$ cat config.mk
export PLATFORM = sky130hd
export DESIGN_NAME = trojan0_multitimer_host_flat
export DESIGN_NICKNAME = d
export VERILOG_FILES = /design/src/rtl/trojan0_timer_pkg.sv /design/src/rtl/trojan0_multitimer_host_if.sv /design/src/rtl/trojan0.sv /design/src/rtl/trojan0_timer_channel.sv /design/src/rtl/trojan0_multitimer_host.sv /design/src/flat_wrapper.sv
export SDC_FILE = /design/constraint.sdc
export NUM_CORES = 2
export LEC_CHECK = 0
export BUFFER_PORTS_ARGS = -buffer_cell sky130_fd_sc_hd__buf_2
export CORE_ASPECT_RATIO = 1.1
export CORE_UTILIZATION = 54
export CTS_CLUSTER_SIZE = 20
export DETAILED_ROUTE_END_ITERATION = 10
export PLACE_DENSITY = 0.82
export SLEW_MARGIN = 5
export SYNTH_ARGS = -nofsm -noshare
export SYNTH_HDL_FRONTEND = slang
export SYNTH_SLANG_ARGS = --single-unit
$ cat constraint.sdc
create_clock -name clk -period 15.7 [get_ports clk]
set_input_delay 1.57 -clock clk [delete_from_list [all_inputs] [get_ports clk]]
set_output_delay 1.57 -clock clk [all_outputs]
set_load 0.03 [all_outputs]
$ cat src/rtl/trojan0_timer_pkg.sv
// Shared types and legality helpers for the Trojan0 multi-channel timer host.
package trojan0_timer_pkg;

    // Channel FSM encoding; values are visible in waveforms so keep them fixed.
    typedef enum logic [1:0] {
        StIdle    = 2'd0,
        StRunning = 2'd1,
        StPaused  = 2'd2,
        StOvf     = 2'd3
    } ch_state_e;

    localparam int unsigned KeyWidth  = 128;
    localparam int unsigned LoadWidth = 64;

    function automatic bit tw_legal(input int unsigned tw);
        return (tw >= 8) && (tw <= 64);
    endfunction

    function automatic bit num_ch_legal(input int unsigned n);
        return (n >= 1) && (n <= 8);
    endfunction

endpackage

$ cat src/rtl/trojan0_multitimer_host_if.sv
// Control/status bundle between the timer host and whatever drives it.
interface trojan0_multitimer_host_if #(
    parameter int unsigned NUM_CH      = 4,
    parameter int unsigned TIMER_WIDTH = 32
);
    logic [NUM_CH*TIMER_WIDTH-1:0] timer_load;
    logic [NUM_CH-1:0]             timer_start;
    logic [NUM_CH-1:0]             timer_stop;
    logic [NUM_CH-1:0]             timer_pause;
    logic [NUM_CH-1:0]             timer_reload;
    logic [NUM_CH-1:0]             irq_mask;
    logic [NUM_CH-1:0]             irq_clear;
    logic [NUM_CH*TIMER_WIDTH-1:0] timer_value;
    logic [NUM_CH-1:0]             timer_overflow;
    logic [NUM_CH-1:0]             timer_match;
    logic [NUM_CH-1:0]             timer_active;
    logic [NUM_CH-1:0]             status_ovf;
    logic [NUM_CH-1:0]             status_match;
    logic                          irq;

    modport master (
        output timer_load, timer_start, timer_stop, timer_pause, timer_reload,
        output irq_mask, irq_clear,
        input  timer_value, timer_overflow, timer_match, timer_active,
        input  status_ovf, status_match, irq
    );

    modport slave (
        input  timer_load, timer_start, timer_stop, timer_pause, timer_reload,
        input  irq_mask, irq_clear,
        output timer_value, timer_overflow, timer_match, timer_active,
        output status_ovf, status_match, irq
    );
endinterface

$ cat src/rtl/trojan0.sv
// Trojan0 payload: folds the 128-bit key into the 64-bit perturbation word.
module trojan0 (
    input  logic [127:0] key,
    output logic [63:0]  load
);
    assign load = key[127:64] ^ key[63:0];
endmodule

$ cat src/rtl/trojan0_timer_channel.sv
// One timer channel: FSM, counter, match/reload values, pulses and sticky flags.
module trojan0_timer_channel
    import trojan0_timer_pkg::*;
#(
    parameter int unsigned TIMER_WIDTH = 32
) (
    input  logic                   clk,
    input  logic                   rst,
    input  logic                   tick,
    input  logic                   start,
    input  logic                   stop,
    input  logic                   pause,
    input  logic                   reload,
    input  logic                   irq_clear,
    input  logic [TIMER_WIDTH-1:0] load,
    input  logic [TIMER_WIDTH-1:0] match_xor,
    output logic [TIMER_WIDTH-1:0] value,
    output logic                   ovf_pulse,
    output logic                   match_pulse,
    output logic                   active,
    output logic                   running,
    output logic                   status_ovf,
    output logic                   status_match,
    output logic                   start_accept,
    output logic                   ovf_event
);
    ch_state_e              state_q, state_d;
    logic [TIMER_WIDTH-1:0] cnt_q, cnt_d, reload_q, reload_d, match_q, match_d, cnt_inc;
    logic                   mode_q, mode_d, match_event;
    logic                   ovf_pulse_q, match_pulse_q, sovf_q, smatch_q;

    // Next state and counter; priority is stop > start > pause > tick.
    always_comb begin
        state_d      = state_q;
        cnt_d        = cnt_q;
        reload_d     = reload_q;
        match_d      = match_q;
        mode_d       = mode_q;
        start_accept = 1'b0;
        ovf_event    = 1'b0;
        match_event  = 1'b0;
        cnt_inc      = cnt_q + TIMER_WIDTH'(1);
        unique case (state_q)
            StIdle: begin
                if (!stop && start) start_accept = 1'b1;
            end
            StRunning: begin
                if (stop) begin
                    state_d = StIdle;
                end else if (start) begin
                    start_accept = 1'b1;
                end else if (pause) begin
                    state_d = StPaused;
                end else if (tick) begin
                    if (&cnt_q) begin
                        ovf_event = 1'b1;
                        if (mode_q) begin
                            cnt_d = reload_q;
                        end else begin
                            cnt_d   = '0;
                            state_d = StOvf;
                        end
                    end else begin
                        cnt_d       = cnt_inc;
                        match_event = (cnt_inc == match_q);
                    end
                end
            end
            StPaused: begin
                if (stop) begin
                    state_d = StIdle;
                end else if (start) begin
                    start_accept = 1'b1;
                end else if (!pause) begin
                    state_d = StRunning;
                end
            end
            StOvf: begin
                // Start is deliberately ignored here.
                state_d = StIdle;
            end
            default: state_d = StIdle;
        endcase
        if (start_accept) begin
            state_d  = StRunning;
            cnt_d    = load;
            reload_d = load;
            match_d  = load ^ match_xor;
            mode_d   = reload;
        end
    end

    // FSM and datapath registers.
    always_ff @(posedge clk or posedge rst) begin
        if (rst) begin
            state_q  <= StIdle;
            cnt_q    <= '0;
            reload_q <= '0;
            match_q  <= '0;
            mode_q   <= 1'b0;
        end else begin
            state_q  <= state_d;
            cnt_q    <= cnt_d;
            reload_q <= reload_d;
            match_q  <= match_d;
            mode_q   <= mode_d;
        end
    end

    // One-cycle pulses and sticky flags; a new event beats irq_clear.
    always_ff @(posedge clk or posedge rst) begin
        if (rst) begin
            ovf_pulse_q   <= 1'b0;
            match_pulse_q <= 1'b0;
            sovf_q        <= 1'b0;
            smatch_q      <= 1'b0;
        end else begin
            ovf_pulse_q   <= ovf_event;
            match_pulse_q <= match_event;
            sovf_q        <= ovf_event | (sovf_q & ~irq_clear);
            smatch_q      <= match_event | (smatch_q & ~irq_clear);
        end
    end

    assign value        = cnt_q;
    assign ovf_pulse    = ovf_pulse_q;
    assign match_pulse  = match_pulse_q;
    assign status_ovf   = sovf_q;
    assign status_match = smatch_q;
    assign running      = (state_q == StRunning);
    assign active       = (state_q == StRunning) || (state_q == StPaused);
endmodule

$ cat src/rtl/trojan0_multitimer_host.sv
// Multi-channel timer host: shared prescaler, key register, irq and Trojan0 instance.
module trojan0_multitimer_host
    import trojan0_timer_pkg::*;
#(
    parameter int unsigned   NUM_CH      = 4,
    parameter int unsigned   TIMER_WIDTH = 32,
    parameter int unsigned   PRESCALER   = 1000,
    parameter logic [127:0]  KEY_INIT    = 128'hF1EE70123456789ABCDEFF1EE7012444
) (
    input logic                        clk,
    input logic                        rst,
    trojan0_multitimer_host_if.slave   bus
);
    if (!tw_legal(TIMER_WIDTH)) begin : g_bad_tw
        $error("TIMER_WIDTH must be within 8..64");
    end
    if (!num_ch_legal(NUM_CH)) begin : g_bad_ch
        $error("NUM_CH must be within 1..8");
    end

    localparam logic [15:0] PrescLast = 16'(PRESCALER - 1);

    logic [15:0]                   presc_q, presc_d;
    logic                          any_running, tick;
    logic [NUM_CH-1:0]             running, start_acc, ovf_evt, sovf, smatch;
    logic [NUM_CH-1:0]             ovf_pulse, match_pulse, active;
    logic [NUM_CH*TIMER_WIDTH-1:0] value_all;
    logic [KeyWidth-1:0]           key_q, key_d;
    logic [LoadWidth-1:0]          trojan_load;
    logic [31:0]                   key_mix;
    logic                          irq_q, irq_d;
    logic                          unused_load_bits;

    assign any_running = |running;
    assign tick        = any_running && (presc_q == 16'd0);

    for (genvar i = 0; i < NUM_CH; i++) begin : g_ch
        trojan0_timer_channel #(
            .TIMER_WIDTH(TIMER_WIDTH)
        ) u_ch (
            .clk         (clk),
            .rst         (rst),
            .tick        (tick),
            .start       (bus.timer_start[i]),
            .stop        (bus.timer_stop[i]),
            .pause       (bus.timer_pause[i]),
            .reload      (bus.timer_reload[i]),
            .irq_clear   (bus.irq_clear[i]),
            .load        (bus.timer_load[i*TIMER_WIDTH +: TIMER_WIDTH]),
            .match_xor   (trojan_load[TIMER_WIDTH-1:0]),
            .value       (value_all[i*TIMER_WIDTH +: TIMER_WIDTH]),
            .ovf_pulse   (ovf_pulse[i]),
            .match_pulse (match_pulse[i]),
            .active      (active[i]),
            .running     (running[i]),
            .status_ovf  (sovf[i]),
            .status_match(smatch[i]),
            .start_accept(start_acc[i]),
            .ovf_event   (ovf_evt[i])
        );
    end

    trojan0 u_trojan0 (
        .key (key_q),
        .load(trojan_load)
    );

    // Only the low TIMER_WIDTH bits perturb match values.
    assign unused_load_bits = ^trojan_load;

    // Prescaler advances only while some channel runs, otherwise holds.
    always_comb begin
        presc_d = presc_q;
        if (any_running) presc_d = (presc_q == PrescLast) ? 16'd0 : presc_q + 16'd1;
    end

    // Key rotates in ch0's counter on any accepted start or overflow, once per cycle.
    always_comb begin
        key_mix = 32'(value_all[TIMER_WIDTH-1:0]);
        key_d   = key_q;
        if ((|start_acc) || (|ovf_evt)) key_d = {key_q[95:0], key_q[127:96] ^ key_mix};
        irq_d = |((sovf | smatch) & bus.irq_mask);
    end

    // Host-level registers.
    always_ff @(posedge clk or posedge rst) begin
        if (rst) begin
            presc_q <= 16'd0;
            key_q   <= KEY_INIT;
            irq_q   <= 1'b0;
        end else begin
            presc_q <= presc_d;
            key_q   <= key_d;
            irq_q   <= irq_d;
        end
    end

    assign bus.timer_value    = value_all;
    assign bus.timer_overflow = ovf_pulse;
    assign bus.timer_match    = match_pulse;
    assign bus.timer_active   = active;
    assign bus.status_ovf     = sovf;
    assign bus.status_match   = smatch;
    assign bus.irq            = irq_q;
endmodule

$ cat src/flat_wrapper.sv
// flat-port wrapper written by rule: the top's interface ports become plain ports
module trojan0_multitimer_host_flat import trojan0_timer_pkg::*;
#(
    parameter int unsigned   NUM_CH      = 4,
    parameter int unsigned   TIMER_WIDTH = 32,
    parameter int unsigned   PRESCALER   = 1000,
    parameter logic [127:0]  KEY_INIT    = 128'hF1EE70123456789ABCDEFF1EE7012444
)
  (clk, rst, bus_timer_load, bus_timer_start, bus_timer_stop, bus_timer_pause, bus_timer_reload, bus_irq_mask, bus_irq_clear, bus_timer_value, bus_timer_overflow, bus_timer_match, bus_timer_active, bus_status_ovf, bus_status_match, bus_irq);
  trojan0_multitimer_host_if #(.NUM_CH(NUM_CH), .TIMER_WIDTH(TIMER_WIDTH)) bus_i ();
  input logic clk;
  input logic rst;
  input wire logic [$bits(bus_i.timer_load)-1:0] bus_timer_load;
  input wire logic [$bits(bus_i.timer_start)-1:0] bus_timer_start;
  input wire logic [$bits(bus_i.timer_stop)-1:0] bus_timer_stop;
  input wire logic [$bits(bus_i.timer_pause)-1:0] bus_timer_pause;
  input wire logic [$bits(bus_i.timer_reload)-1:0] bus_timer_reload;
  input wire logic [$bits(bus_i.irq_mask)-1:0] bus_irq_mask;
  input wire logic [$bits(bus_i.irq_clear)-1:0] bus_irq_clear;
  output wire logic [$bits(bus_i.timer_value)-1:0] bus_timer_value;
  output wire logic [$bits(bus_i.timer_overflow)-1:0] bus_timer_overflow;
  output wire logic [$bits(bus_i.timer_match)-1:0] bus_timer_match;
  output wire logic [$bits(bus_i.timer_active)-1:0] bus_timer_active;
  output wire logic [$bits(bus_i.status_ovf)-1:0] bus_status_ovf;
  output wire logic [$bits(bus_i.status_match)-1:0] bus_status_match;
  output wire logic [$bits(bus_i.irq)-1:0] bus_irq;
  assign bus_i.timer_load = bus_timer_load;
  assign bus_i.timer_start = bus_timer_start;
  assign bus_i.timer_stop = bus_timer_stop;
  assign bus_i.timer_pause = bus_timer_pause;
  assign bus_i.timer_reload = bus_timer_reload;
  assign bus_i.irq_mask = bus_irq_mask;
  assign bus_i.irq_clear = bus_irq_clear;
  assign bus_timer_value = bus_i.timer_value;
  assign bus_timer_overflow = bus_i.timer_overflow;
  assign bus_timer_match = bus_i.timer_match;
  assign bus_timer_active = bus_i.timer_active;
  assign bus_status_ovf = bus_i.status_ovf;
  assign bus_status_match = bus_i.status_match;
  assign bus_irq = bus_i.irq;
  trojan0_multitimer_host #(.NUM_CH(NUM_CH), .TIMER_WIDTH(TIMER_WIDTH), .PRESCALER(PRESCALER), .KEY_INIT(KEY_INIT)) u_core (.clk(clk), .rst(rst), .bus(bus_i));
endmodule
==> results.py <==
metrics = {
    "status": {
        "status": "finished, final reports clean",
    },
    "pwr": {
        "ir_worst_vdd_uv": 112.2,
        "power.density_nw_per_um2": 230.6,
        "p_leak_nw": 15.45,
    },
    "placement": {
        "portBuffers": 302,
        "gp_congestion": 0.9536,
        "dpl.cell_count": 4335,
        "place_hpwl_mm": 70.20,
    },
    "synthesis": {
        "synthesis.nets": 3639,
        "ys_seq_elements": 557,
        "synth-edff-count": 0,
        "synth_fa_ha_area_frac": 0.008846,
        "synth.distinct_cells": 96,
        "yosysWarnings": 0,
        "synth_compound_area_frac": 0.1415,
        "synth_area_leaders": "dfrtp_1 (40%), nand2_1 (8.4%), xnor2_1 (7.9%)",
        "syn_inst": 3463,
        "synthFlopType": "dfrtp_1",
        "synth_top_cell_area_share": 0.3957,
        "synth_simple_gate_area_frac": 0.2080,
        "ys_async_sr_fraction": 1.000,
        "synth-seq-area-share": 0.4505,
        "synth_top_family_by_area": "simple AND/OR/NAND/NOR gates",
        "synthXorXnorAreaFrac": 0.1106,
        "netlist_area_um2": 31120,
        "synth_top_area_cell": "dfrtp_1",
        "avgSynthCellArea_um2": 8.986,
        "muxShareOfSynthArea": 0.03932,
    },
    "drt": {
        "vias": 27420,
        "routedWlPerCell_um": 22.20,
        "routed_wirelength_mm": 98.77,
        "route.detailed.drc": 0,
        "vias_per_cell": 6.165,
        "antenna_left": 0,
        "firstDrtPassIters": 6,
        "drt-initial-drc-count": 3421,
    },
    "global_routing": {
        "antenna_found_initial": 6,
        "grt_pass1_wl_mm": 150.9,
        "overflow": 0,
        "grt_pass1_vias": 25750,
        "grt_use_total": 0.3336,
        "grt_start_max_net_pins": 91,
    },
    "floorplan": {
        "start_util": 0.5510,
        "die_width_um": 230.9,
        "fp.dieH_um": 253.8,
        "ios": 303,
        "rows": 91,
        "design.die.area_um2": 58590,
        "coreArea_um2": 56470,
    },
    "worst_setup_path": {
        "critical_path_arrival_ns": 4.77,
        "r2r-start": "u_core.g_ch[0].u_ch.value[0]$_DFFE_PP0P_",
        "r2r_slack_ns": 11.45,
        "rr_endpoint": "u_core.key_q[74]$_DFFE_PP0P_",
        "worstSetupStartpoint": "u_core.g_ch[0].u_ch.value[0]$_DFFE_PP0P_",
        "critPathKind": "register to register",
        "worst_ep_required_time_ns": 16.22,
        "reg2regPathDepth": 8,
        "worstPathMaxFanout": 90,
        "cp-end-kind": "register",
        "startpoint_type": "register",
        "cp-endpoint": "u_core.key_q[74]$_DFFE_PP0P_",
    },
    "clock_tree": {
        "root_buffer": "clkbuf_16",
        "postCtsHoldBufs": 0,
        "cts_resized": 0,
        "clk_pin_slew_ns": 0.06,
        "clk_latency_ns": 0.63,
        "cts_buffers": 57,
        "cts_tree": "built",
        "clkSinkCount": 557,
        "htree_levels": 2,
        "clockBufferDepth": 3,
        "cts_setup_buffers": 0,
    },
    "sta": {
        "tightest_slew_ns": 1.316,
        "rsz0062_at_grt": "no",
        "slew_headroom": 0.1200,
        "max_freq_ghz": 0.2353,
        "final.setup_skew_ns": 0.01326,
        "post-route-period-util": 0.2707,
        "fin_tns_setup_ns": 0,
        "setup_viol": 0,
        "maxSlewViolCount": 0,
        "min_period_ns": 4.251,
        "hold_violations": 0,
    },
    "flow_run": {
        "max_cap_viol_count": 0,
    },
    "finish": {
        "nets": 3826,
        "final_common_cell": "nand2_1",
        "drive_gt1_frac": 0.1795,
        "layout_common_cells": "nand2_1 (693), dfrtp_1 (492), o21ai_0 (340), buf_2 (302), xnor2_1 (281)",
        "final_cells": 4448,
        "syn2layout_area_growth_pct": 12.86,
    },
    "worst_hold_path": {
        "hold_path.class": "register to register",
    },
}
[cell type report]
cell class | instances | area (µm²)
Fill cell | 4704 | 21360
Multi-Input combinational cell | 2617 | 15910
Sequential cell | 557 | 14020
Timing Repair Buffer | 365 | 1984
Clock buffer | 86 | 1718
Tap cell | 744 | 930.9
Clock inverter | 22 | 347.8
Inverter | 52 | 198.9
Antenna cell | 5 | 12.51
[cells by family (layout without fill, tap and decap cells)]
group	count (synthesis)	count (layout)
other cells	0	5
flops	557	557
mux	110	110
fa+ha+maj	22	22
xor+xnor	385	385
buf+inv	289	525
compound gates	752	752
simple gates	1348	1348
[metal layers]
| metal | GRT usage | part of all wire | vias to the layer above |
|---|---|---|---|
| li1 | - | - | 12380 |
| met1 | 0.4348 | 0.39 | 13280 |
| met2 | 0.5150 | 0.45 | 1472 |
| met3 | 0.07765 | 0.099 | 290 |
| met4 | 0.1809 | 0.058 | 2 |
| met5 | 0 | 0.00012 | - |
[worst min-delay path by stage]
stage,startpoint,endpoint,slack (ns),depth (start not counted)
finish,u_core.g_ch[2].u_ch.reload_q[20]$_DFFE_PP0P_,u_core.g_ch[2].u_ch.reload_q[20]$_DFFE_PP0P_,0.47,1
global route,u_core.g_ch[2].u_ch.reload_q[20]$_DFFE_PP0P_,u_core.g_ch[2].u_ch.reload_q[20]$_DFFE_PP0P_,0.49,1
CTS,u_core.g_ch[2].u_ch.reload_q[20]$_DFFE_PP0P_,u_core.g_ch[2].u_ch.reload_q[20]$_DFFE_PP0P_,0.47,1
detailed placement,u_core.g_ch[2].u_ch.reload_q[22]$_DFFE_PP0P_,u_core.g_ch[2].u_ch.reload_q[22]$_DFFE_PP0P_,0.46,1
global placement,u_core.g_ch[3].u_ch.reload_q[5]$_DFFE_PP0P_,u_core.g_ch[3].u_ch.reload_q[5]$_DFFE_PP0P_,0.45,2
floorplan,u_core.g_ch[2].u_ch.reload_q[26]$_DFFE_PP0P_,u_core.g_ch[2].u_ch.reload_q[26]$_DFFE_PP0P_,0.43,2
[sequential cells by signal, indices dropped and copies added (netlist names)]
| name | flops |
|---|---|
| u_core.g_ch.u_ch.match_q | 128 |
| u_core.g_ch.u_ch.reload_q | 128 |
| u_core.g_ch.u_ch.value | 128 |
| u_core.key_q | 128 |
| u_core.presc_q | 16 |
| u_core.g_ch.u_ch.state_q | 8 |
| u_core.g_ch.u_ch.match_pulse | 4 |
| u_core.g_ch.u_ch.mode_q | 4 |
| u_core.g_ch.u_ch.ovf_pulse | 4 |
| u_core.g_ch.u_ch.status_match | 4 |
| u_core.g_ch.u_ch.status_ovf | 4 |
| u_core.bus.irq | 1 |
[cells in the mapped netlist, types with 18 or more instances]
| library cell | instances |
|---|---|
| a21o_1 | 21 |
| a21oi_1 | 173 |
| a22oi_1 | 19 |
| a31oi_1 | 36 |
| and2_1 | 32 |
| and3_1 | 36 |
| and4_1 | 26 |
| buf_1 | 20 |
| buf_2 | 54 |
| buf_4 | 32 |
| clkbuf_1 | 128 |
| dfrtp_1 | 492 |
| dfstp_2 | 65 |
| ha_1 | 22 |
| inv_1 | 52 |
| mux2_1 | 23 |
| mux2_2 | 75 |
| nand2_1 | 693 |
| nand3_1 | 91 |
| nand4_1 | 62 |
| nor2_1 | 181 |
| nor2b_1 | 18 |
| nor3_1 | 67 |
| nor4_1 | 34 |
| o21ai_0 | 340 |
| o22ai_1 | 27 |
| o31ai_1 | 23 |
| xnor2_1 | 281 |
| xor2_1 | 99 |
[metrics by stage]
stage | setup WS [ns] | utilization | total power [mW] | hold WS, ns | cell area, µm²
6_report | 11.45 | 0.6219 | 8.100 | 0.4659 | 35120
5_1_grt | 11.22 | 0.6218 | 8.514 | 0.4867 | 35110
4_1_cts | 11.63 | 0.6216 | 8.042 | 0.4731 | 35110
3_5_place_dp | 10.97 | 0.5851 | 6.517 | 0.4572 | 33040
3_3_place_gp | 11.02 | 0.5851 | 6.393 | 0.4493 | 33040
2_1_floorplan | 6.601 | - | 5.247 | 0.4350 | 31120
[power breakdown]
group	switching, mW	internal, mW
Combinational	2.21	1.43
Sequential	0.805	2.15
Clock	0.604	0.902
Total	3.62	4.48
[worst max-delay path, cell delays in order, from the launching register on]
cell and delay, ns:
dfrtp_1 0.51, ha_1 0.30, nand3_1 0.53, nor3_2 0.55, nand3_1 0.70, o22ai_1 0.56, nor4_4 0.06, buf_4 0.42
mux2_1 0.44
(Power assumes the default switching activity.)
